$ cat src/rtl/ov7670_capture_if.sv
// Pixel stream from the OV7670 capture stage to its consumers (grayscale converter, frame-buffer writer).
interface ov7670_capture_if #(
  parameter int unsigned ADDR_W = 19
);
  logic [15:0]       pix_data;
  logic              pix_valid;
  logic [ADDR_W-1:0] pix_addr;
  logic [9:0]        pix_x;
  logic [9:0]        pix_y;
  logic              frame_start;
  logic              frame_done;
  logic              frame_err;

  modport master (
    output pix_data, pix_valid, pix_addr, pix_x, pix_y,
    output frame_start, frame_done, frame_err
  );

  modport slave (
    input pix_data, pix_valid, pix_addr, pix_x, pix_y,
    input frame_start, frame_done, frame_err
  );
endinterface

$ cat src/rtl/ov7670_capture.sv
// OV7670 capture: samples VSYNC/HREF/D, pairs bytes into RGB565 pixels with address and frame markers.
// Optional 2:1 decimation on both axes when CAPTURE_DECIMATE_EN is defined.
module ov7670_capture #(
  parameter int unsigned H_ACTIVE = 640,
  parameter int unsigned V_ACTIVE = 480,
  parameter int unsigned ADDR_W   = 19
) (
  input  logic             pclk,
  input  logic             rst_n,
  input  logic             cam_vsync,
  input  logic             cam_href,
  input  logic [7:0]       cam_d,
  ov7670_capture_if.master pix
);

  localparam logic [9:0]        H_LIM    = 10'(H_ACTIVE);
  localparam logic [9:0]        V_LIM    = 10'(V_ACTIVE);
  localparam logic [9:0]        CNT_MAX  = 10'h3FF;
  localparam logic [ADDR_W-1:0] ADDR_MAX = ADDR_W'(H_ACTIVE * V_ACTIVE - 1);

  typedef enum logic [1:0] {SYNC, FRAME, BLANK} state_t;

  state_t            state_q, state_d;

  logic              vsync_s1_q, vsync_s1_d;
  logic              href_s1_q, href_s1_d;
  logic [7:0]        d_s1_q, d_s1_d;
  logic              vsync_p_q, vsync_p_d;
  logic              href_p_q, href_p_d;

  logic [9:0]        x_q, x_d;
  logic [9:0]        y_q, y_d;
  logic [ADDR_W-1:0] addr_q, addr_d;
  logic              phase_q, phase_d;
  logic [7:0]        hi_q, hi_d;

  logic [15:0]       pix_data_q, pix_data_d;
  logic              pix_valid_q, pix_valid_d;
  logic [ADDR_W-1:0] pix_addr_q, pix_addr_d;
  logic [9:0]        pix_x_q, pix_x_d;
  logic [9:0]        pix_y_q, pix_y_d;
  logic              frame_start_q, frame_start_d;
  logic              frame_done_q, frame_done_d;
  logic              frame_err_q, frame_err_d;

  logic              vs_fall, vs_rise, href_fall;
  logic              keep;
  logic [9:0]        out_x, out_y;

  assign vs_fall   = vsync_p_q & ~vsync_s1_q;
  assign vs_rise   = ~vsync_p_q & vsync_s1_q;
  assign href_fall = href_p_q & ~href_s1_q;

  always_comb begin
    keep  = 1'b0;
    out_x = '0;
    out_y = '0;
`ifdef CAPTURE_DECIMATE_EN
    keep  = (x_q < H_LIM) && (y_q < V_LIM) && !x_q[0] && !y_q[0];
    out_x = {1'b0, x_q[9:1]};
    out_y = {1'b0, y_q[9:1]};
`else
    keep  = (x_q < H_LIM) && (y_q < V_LIM);
    out_x = x_q;
    out_y = y_q;
`endif
  end

  always_comb begin
    vsync_s1_d    = cam_vsync;
    href_s1_d     = cam_href;
    d_s1_d        = cam_d;
    vsync_p_d     = vsync_s1_q;
    href_p_d      = href_s1_q;

    state_d       = state_q;
    x_d           = x_q;
    y_d           = y_q;
    addr_d        = addr_q;
    phase_d       = phase_q;
    hi_d          = hi_q;

    pix_data_d    = pix_data_q;
    pix_valid_d   = 1'b0;
    pix_addr_d    = pix_addr_q;
    pix_x_d       = pix_x_q;
    pix_y_d       = pix_y_q;
    frame_start_d = 1'b0;
    frame_done_d  = 1'b0;
    frame_err_d   = frame_err_q;

    unique case (state_q)
      SYNC, BLANK: begin
        if (vs_fall) begin
          state_d       = FRAME;
          frame_start_d = 1'b1;
          x_d           = '0;
          y_d           = '0;
          addr_d        = '0;
          phase_d       = 1'b0;
          frame_err_d   = 1'b0;
        end
      end
      FRAME: begin
        // VSYNC rising wins over a simultaneous HREF byte: that byte is dropped.
        if (vs_rise) begin
          state_d      = BLANK;
          frame_done_d = 1'b1;
          phase_d      = 1'b0;
          x_d          = '0;
          if (y_q != V_LIM) frame_err_d = 1'b1;
        end else if (href_s1_q) begin
          if (!phase_q) begin
            hi_d = d_s1_q;
          end else begin
            if (keep) begin
              pix_valid_d = 1'b1;
              pix_data_d  = {hi_q, d_s1_q};
              pix_addr_d  = addr_q;
              pix_x_d     = out_x;
              pix_y_d     = out_y;
              if (addr_q != ADDR_MAX) addr_d = addr_q + ADDR_W'(1);
            end
            if (x_q != CNT_MAX) x_d = x_q + 10'd1;
          end
          phase_d = ~phase_q;
        end else if (href_fall) begin
          if (phase_q) frame_err_d = 1'b1;
          if (x_q != H_LIM) frame_err_d = 1'b1;
          x_d     = '0;
          phase_d = 1'b0;
          if (y_q != CNT_MAX) y_d = y_q + 10'd1;
        end
      end
      default: state_d = SYNC;
    endcase
  end

  always_ff @(posedge pclk or negedge rst_n) begin
    if (!rst_n) begin
      state_q       <= SYNC;
      vsync_s1_q    <= 1'b0;
      href_s1_q     <= 1'b0;
      d_s1_q        <= '0;
      vsync_p_q     <= 1'b0;
      href_p_q      <= 1'b0;
      x_q           <= '0;
      y_q           <= '0;
      addr_q        <= '0;
      phase_q       <= 1'b0;
      hi_q          <= '0;
      pix_data_q    <= '0;
      pix_valid_q   <= 1'b0;
      pix_addr_q    <= '0;
      pix_x_q       <= '0;
      pix_y_q       <= '0;
      frame_start_q <= 1'b0;
      frame_done_q  <= 1'b0;
      frame_err_q   <= 1'b0;
    end else begin
      state_q       <= state_d;
      vsync_s1_q    <= vsync_s1_d;
      href_s1_q     <= href_s1_d;
      d_s1_q        <= d_s1_d;
      vsync_p_q     <= vsync_p_d;
      href_p_q      <= href_p_d;
      x_q           <= x_d;
      y_q           <= y_d;
      addr_q        <= addr_d;
      phase_q       <= phase_d;
      hi_q          <= hi_d;
      pix_data_q    <= pix_data_d;
      pix_valid_q   <= pix_valid_d;
      pix_addr_q    <= pix_addr_d;
      pix_x_q       <= pix_x_d;
      pix_y_q       <= pix_y_d;
      frame_start_q <= frame_start_d;
      frame_done_q  <= frame_done_d;
      frame_err_q   <= frame_err_d;
    end
  end

  assign pix.pix_data    = pix_data_q;
  assign pix.pix_valid   = pix_valid_q;
  assign pix.pix_addr    = pix_addr_q;
  assign pix.pix_x       = pix_x_q;
  assign pix.pix_y       = pix_y_q;
  assign pix.frame_start = frame_start_q;
  assign pix.frame_done  = frame_done_q;
  assign pix.frame_err   = frame_err_q;

endmodule

$ cat src/flat_wrapper.sv
// flat-port wrapper written by rule: the top's interface ports become plain ports
module ov7670_capture_flat 
#(
  parameter int unsigned H_ACTIVE = 640,
  parameter int unsigned V_ACTIVE = 480,
  parameter int unsigned ADDR_W   = 19
)
  (pclk, rst_n, cam_vsync, cam_href, cam_d, pix_pix_data, pix_pix_valid, pix_pix_addr, pix_pix_x, pix_pix_y, pix_frame_start, pix_frame_done, pix_frame_err);
  ov7670_capture_if #(.ADDR_W(ADDR_W)) pix_i ();
  input  logic pclk;
  input  logic rst_n;
  input  logic cam_vsync;
  input  logic cam_href;
  input  logic [7:0] cam_d;
  output wire logic [$bits(pix_i.pix_data)-1:0] pix_pix_data;
  output wire logic [$bits(pix_i.pix_valid)-1:0] pix_pix_valid;
  output wire logic [$bits(pix_i.pix_addr)-1:0] pix_pix_addr;
  output wire logic [$bits(pix_i.pix_x)-1:0] pix_pix_x;
  output wire logic [$bits(pix_i.pix_y)-1:0] pix_pix_y;
  output wire logic [$bits(pix_i.frame_start)-1:0] pix_frame_start;
  output wire logic [$bits(pix_i.frame_done)-1:0] pix_frame_done;
  output wire logic [$bits(pix_i.frame_err)-1:0] pix_frame_err;
  assign pix_pix_data = pix_i.pix_data;
  assign pix_pix_valid = pix_i.pix_valid;
  assign pix_pix_addr = pix_i.pix_addr;
  assign pix_pix_x = pix_i.pix_x;
  assign pix_pix_y = pix_i.pix_y;
  assign pix_frame_start = pix_i.frame_start;
  assign pix_frame_done = pix_i.frame_done;
  assign pix_frame_err = pix_i.frame_err;
  ov7670_capture #(.H_ACTIVE(H_ACTIVE), .V_ACTIVE(V_ACTIVE), .ADDR_W(ADDR_W)) u_core (.pclk(pclk), .rst_n(rst_n), .cam_vsync(cam_vsync), .cam_href(cam_href), .cam_d(cam_d), .pix(pix_i));
endmodule
$ cat config.mk
export PLATFORM = sky130hd
export DESIGN_NAME = ov7670_capture_flat
export DESIGN_NICKNAME = d
export VERILOG_FILES = /design/src/rtl/ov7670_capture_if.sv /design/src/rtl/ov7670_capture.sv /design/src/flat_wrapper.sv
export SDC_FILE = /design/constraint.sdc
export NUM_CORES = 1
export LEC_CHECK = 0
export ABC_AREA = 1
export CORE_MARGIN = 2
export CORE_UTILIZATION = 55
export DETAILED_ROUTE_END_ITERATION = 7
export HOLD_SLACK_MARGIN = 0.06
export PLACE_DENSITY = 0.82
export SYNTH_ARGS = -nofsm -noshare
export SYNTH_HDL_FRONTEND = slang
export SYNTH_SLANG_ARGS = --single-unit
export TNS_END_PERCENT = 30
$ cat constraint.sdc
create_clock -name pclk -period 2.97 [get_ports pclk]
set_input_delay 0.594 -clock pclk [delete_from_list [all_inputs] [get_ports pclk]]
set_output_delay 0.594 -clock pclk [all_outputs]
set_load 0.02 [all_outputs]
==> impl_metrics.ini <==
[floorplan]
pin_count = 71
die_h_um = 106
start_util_pct = 55.7
rows = 37
die_x_um = 106
die_area_um2 = 11100
coreArea_um2 = 10200

[setup_path]
crit_type = reg -> reg
slowest_stage = clkinv_1
end_kind = register
timing.rr.start = u_core.state_q[0]$_DFFE_PN0P_
critPathArrivalTime_ps = 2750
ff2ff_setup_slack_ps = 630
cp_common_cell = nand2_1
crit_fanout = 30
cp_data_required_time_ps = 3370
r2r-end = u_core.pix.pix_addr[11]$_DFFE_PN0P_
start_kind = register
reg2reg_depth = 6
critPathMaxStageDelay_ps = 640
path_cells = nand2_4 -> clkinv_4 -> nand3_4 -> clkinv_1 -> nand2_1 -> nand2_1

[global_routing]
grtUsageTotal_pct = 25.8
first_global_vias = 4680
antenna_found_initial = 0
grt-ovfl-total = 0
grt_first_pass_wirelength_um = 22500
grt_start_max_net_pins = 77

[yosys]
netlist_area_um2 = 5670
yosys_register_bits = 121
syn_inst = 666
syn_area_per_cell_um2 = 8.51
ys.flop_type = dfrtp_1
async_reset_ff_share_pct = 100
synth.yosys.seq_area_share_pct = 53.4
synth_edf_count = 0
ys_types = 33
syn-num-nets = 683
yosys_warnings = 0

[hold_path]
hold_class = reg -> reg
hp-start = u_core.d_s1_q[6]$_DFF_PN0_
min_to = u_core.pix.pix_data[6]$_DFFE_PN0P_
whs_path_depth = 2

[detailed_routing]
firstDrtPassIters = 5
ant_nets = 0
drt-total-wl_um = 12900
num_vias = 4649
post_drt_wl_per_cell_um = 14.5
avgViaCountPerCell = 5.23
drc = 0
drt_iter0_markers = 316

[timing]
worst_pin_slew_ps = 674
finalCritPeriodShare_pct = 78.9
finalHoldViolCount = 0
tns_ps = 0
worst_clock_skew_ps = 8.71
rsz0062_at_grt = no
drv_slew = 0
fmax_mhz = 427
setup_violations = 0
finalWorstSetupSlack_ps = 627
slew_headroom_pct = 54.8
post-route-min-period_ps = 2340

[power_and_ir_drop]
ir_drop_mv = 0.497
power_mw = 5.33
p_leak_nw = 3.28
powerDensity_nw_per_um2 = 757

[clock_network]
cts_tree = built
holdBufCountCts = 1
path_clk_slew_ps = 60
cts_sinks = 121
cts_htree_levels = 4
cts-resized-gates = 0
clock-root-buffer = clkbuf_8
clock_path_buffers = 2
post_cts_buffers = 0
insertion_delay_ps = 530
cts_buffers = 17

[run_status]
status = completed

[finish]
final_nets = 757
area_growth_pct = 24.1
fillCellCount = 797
diodes = 0
final_util_pct = 69.1
layout-drive-gt1-share_pct = 12.2

[flow_run]
maxCapViolCount = 0

[place]
hpwlAfterDp_um = 8620
gp_congestion = 0.957
io_buffer_count = 70
place_ws_ps = 708
cell usage after synthesis (5+ instances only):
cell type,n,area (um2)
nand2_2,13,81.3
ha_1,5,62.6
inv_1,64,240
nor2_2,6,37.5
o21ai_1,35,175
nor2_1,46,173
xor2_1,6,52.6
nor3_1,10,50.1
buf_6,11,124
nand2_1,215,807
o21ai_0,15,75.1
nand3_1,50,250
o21ai_2,20,175
nand4_1,9,56.3
dfrtp_1,121,3030
per-stage QoR:
step | area [um2] | hold slack [ps] | cells
2_1_floorplan | 5670 | 298 | 666
3_3_place_gp | 6420 | 450 | 856
3_5_place_dp | 6420 | 469 | 856
4_1_cts | 7030 | 464 | 889
5_1_grt | 7030 | 481 | 889
6_report | 7030 | 468 | 889
worst max-delay path by stage:
| stage | from | end | slack [ps] |
|---|---|---|---|
| floorplan | u_core.addr_q[0]$_DFFE_PN0P_ | u_core.addr_q[2]$_DFFE_PN0P_ | 1470 |
| global placement | u_core.state_q[0]$_DFFE_PN0P_ | u_core.pix.pix_x[9]$_DFFE_PN0P_ | 810 |
| detailed placement | u_core.state_q[0]$_DFFE_PN0P_ | u_core.pix.pix_y[2]$_DFFE_PN0P_ | 710 |
| CTS | u_core.state_q[0]$_DFFE_PN0P_ | u_core.pix.pix_addr[11]$_DFFE_PN0P_ | 660 |
| global route | u_core.state_q[0]$_DFFE_PN0P_ | u_core.pix.pix_data[3]$_DFFE_PN0P_ | 470 |
| finish | u_core.state_q[0]$_DFFE_PN0P_ | u_core.pix.pix_addr[11]$_DFFE_PN0P_ | 630 |
power breakdown:
| group | leakage, nW | switching, mW | total [mW] | internal (mW) |
|---|---|---|---|---|
| clock network | 0.298 | 0.698 | 2.08 | 1.39 |
| logic | 1.36 | 0.781 | 1.22 | 0.435 |
| registers | 1.63 | 0.147 | 2.03 | 1.88 |
per-layer routing:
| metal | vias to the layer above | wire length [um] | GRT usage, % |
|---|---|---|---|
| met2 | 148 | 6510 | 41.9 |
| met1 | 2216 | 5570 | 32.8 |
| met4 | 0 | 214 | 11.4 |
| met5 | - | 0 | 0 |
| li1 | 2267 | - | - |
| met3 | 18 | 587 | 6.31 |
cell usage in the layout, fill, tap and decap left out, drive strengths merged, types with 2 or more instances in the layout:
cell type / instances
inv: 67
xor2: 6
clkdlybuf4s50: 69
clkbuf: 25
o21ai: 70
bufinv: 3
nor3: 10
dfrtp: 121
nand2: 230
ha: 5
and2: 2
a21oi: 6
nand4: 9
nor2: 56
or2: 3
nand3: 54
clkinv: 5
buf: 5
cell type report:
type                    count  area, um2  area share, %
well taps                 136        170           2.42
multi-input cells         456       2210           31.5
clock inverters             7        113           1.60
inverters                  69        264           3.75
repair buffers             75        751           10.7
clock buffers              25        494           7.03
flip-flops and latches    121       3030           43.0
critical path: cells and delay by family (launching register included):
kind	cells	cell delay (ps)
AND/OR/NAND/NOR	4	900
flip-flops	1	430
buffers and inverters	2	870
registers in the layout, summed over array words and instances (netlist names), 2 cells and up:
signal	cells
u_core.pix.pix_x	10
u_core.out_y	10
u_core.hi_q	8
u_core.pix.pix_addr	19
u_core.d_s1_q	8
u_core.pix.pix_data	16
u_core.pix.pix_y	10
u_core.addr_q	19
u_core.out_x	10
u_core.state_q	2
cell families after synthesis:
group,synth area share [%]
adders and majority gates,1.10
AOI/OAI and AO/OA,8.39
DFF,53.4
and+or+nand+nor,28.4
xor gates and xnor gates,1.08
buffers and inverters,7.66
Note: power is estimated with default switching activity, not from simulation.
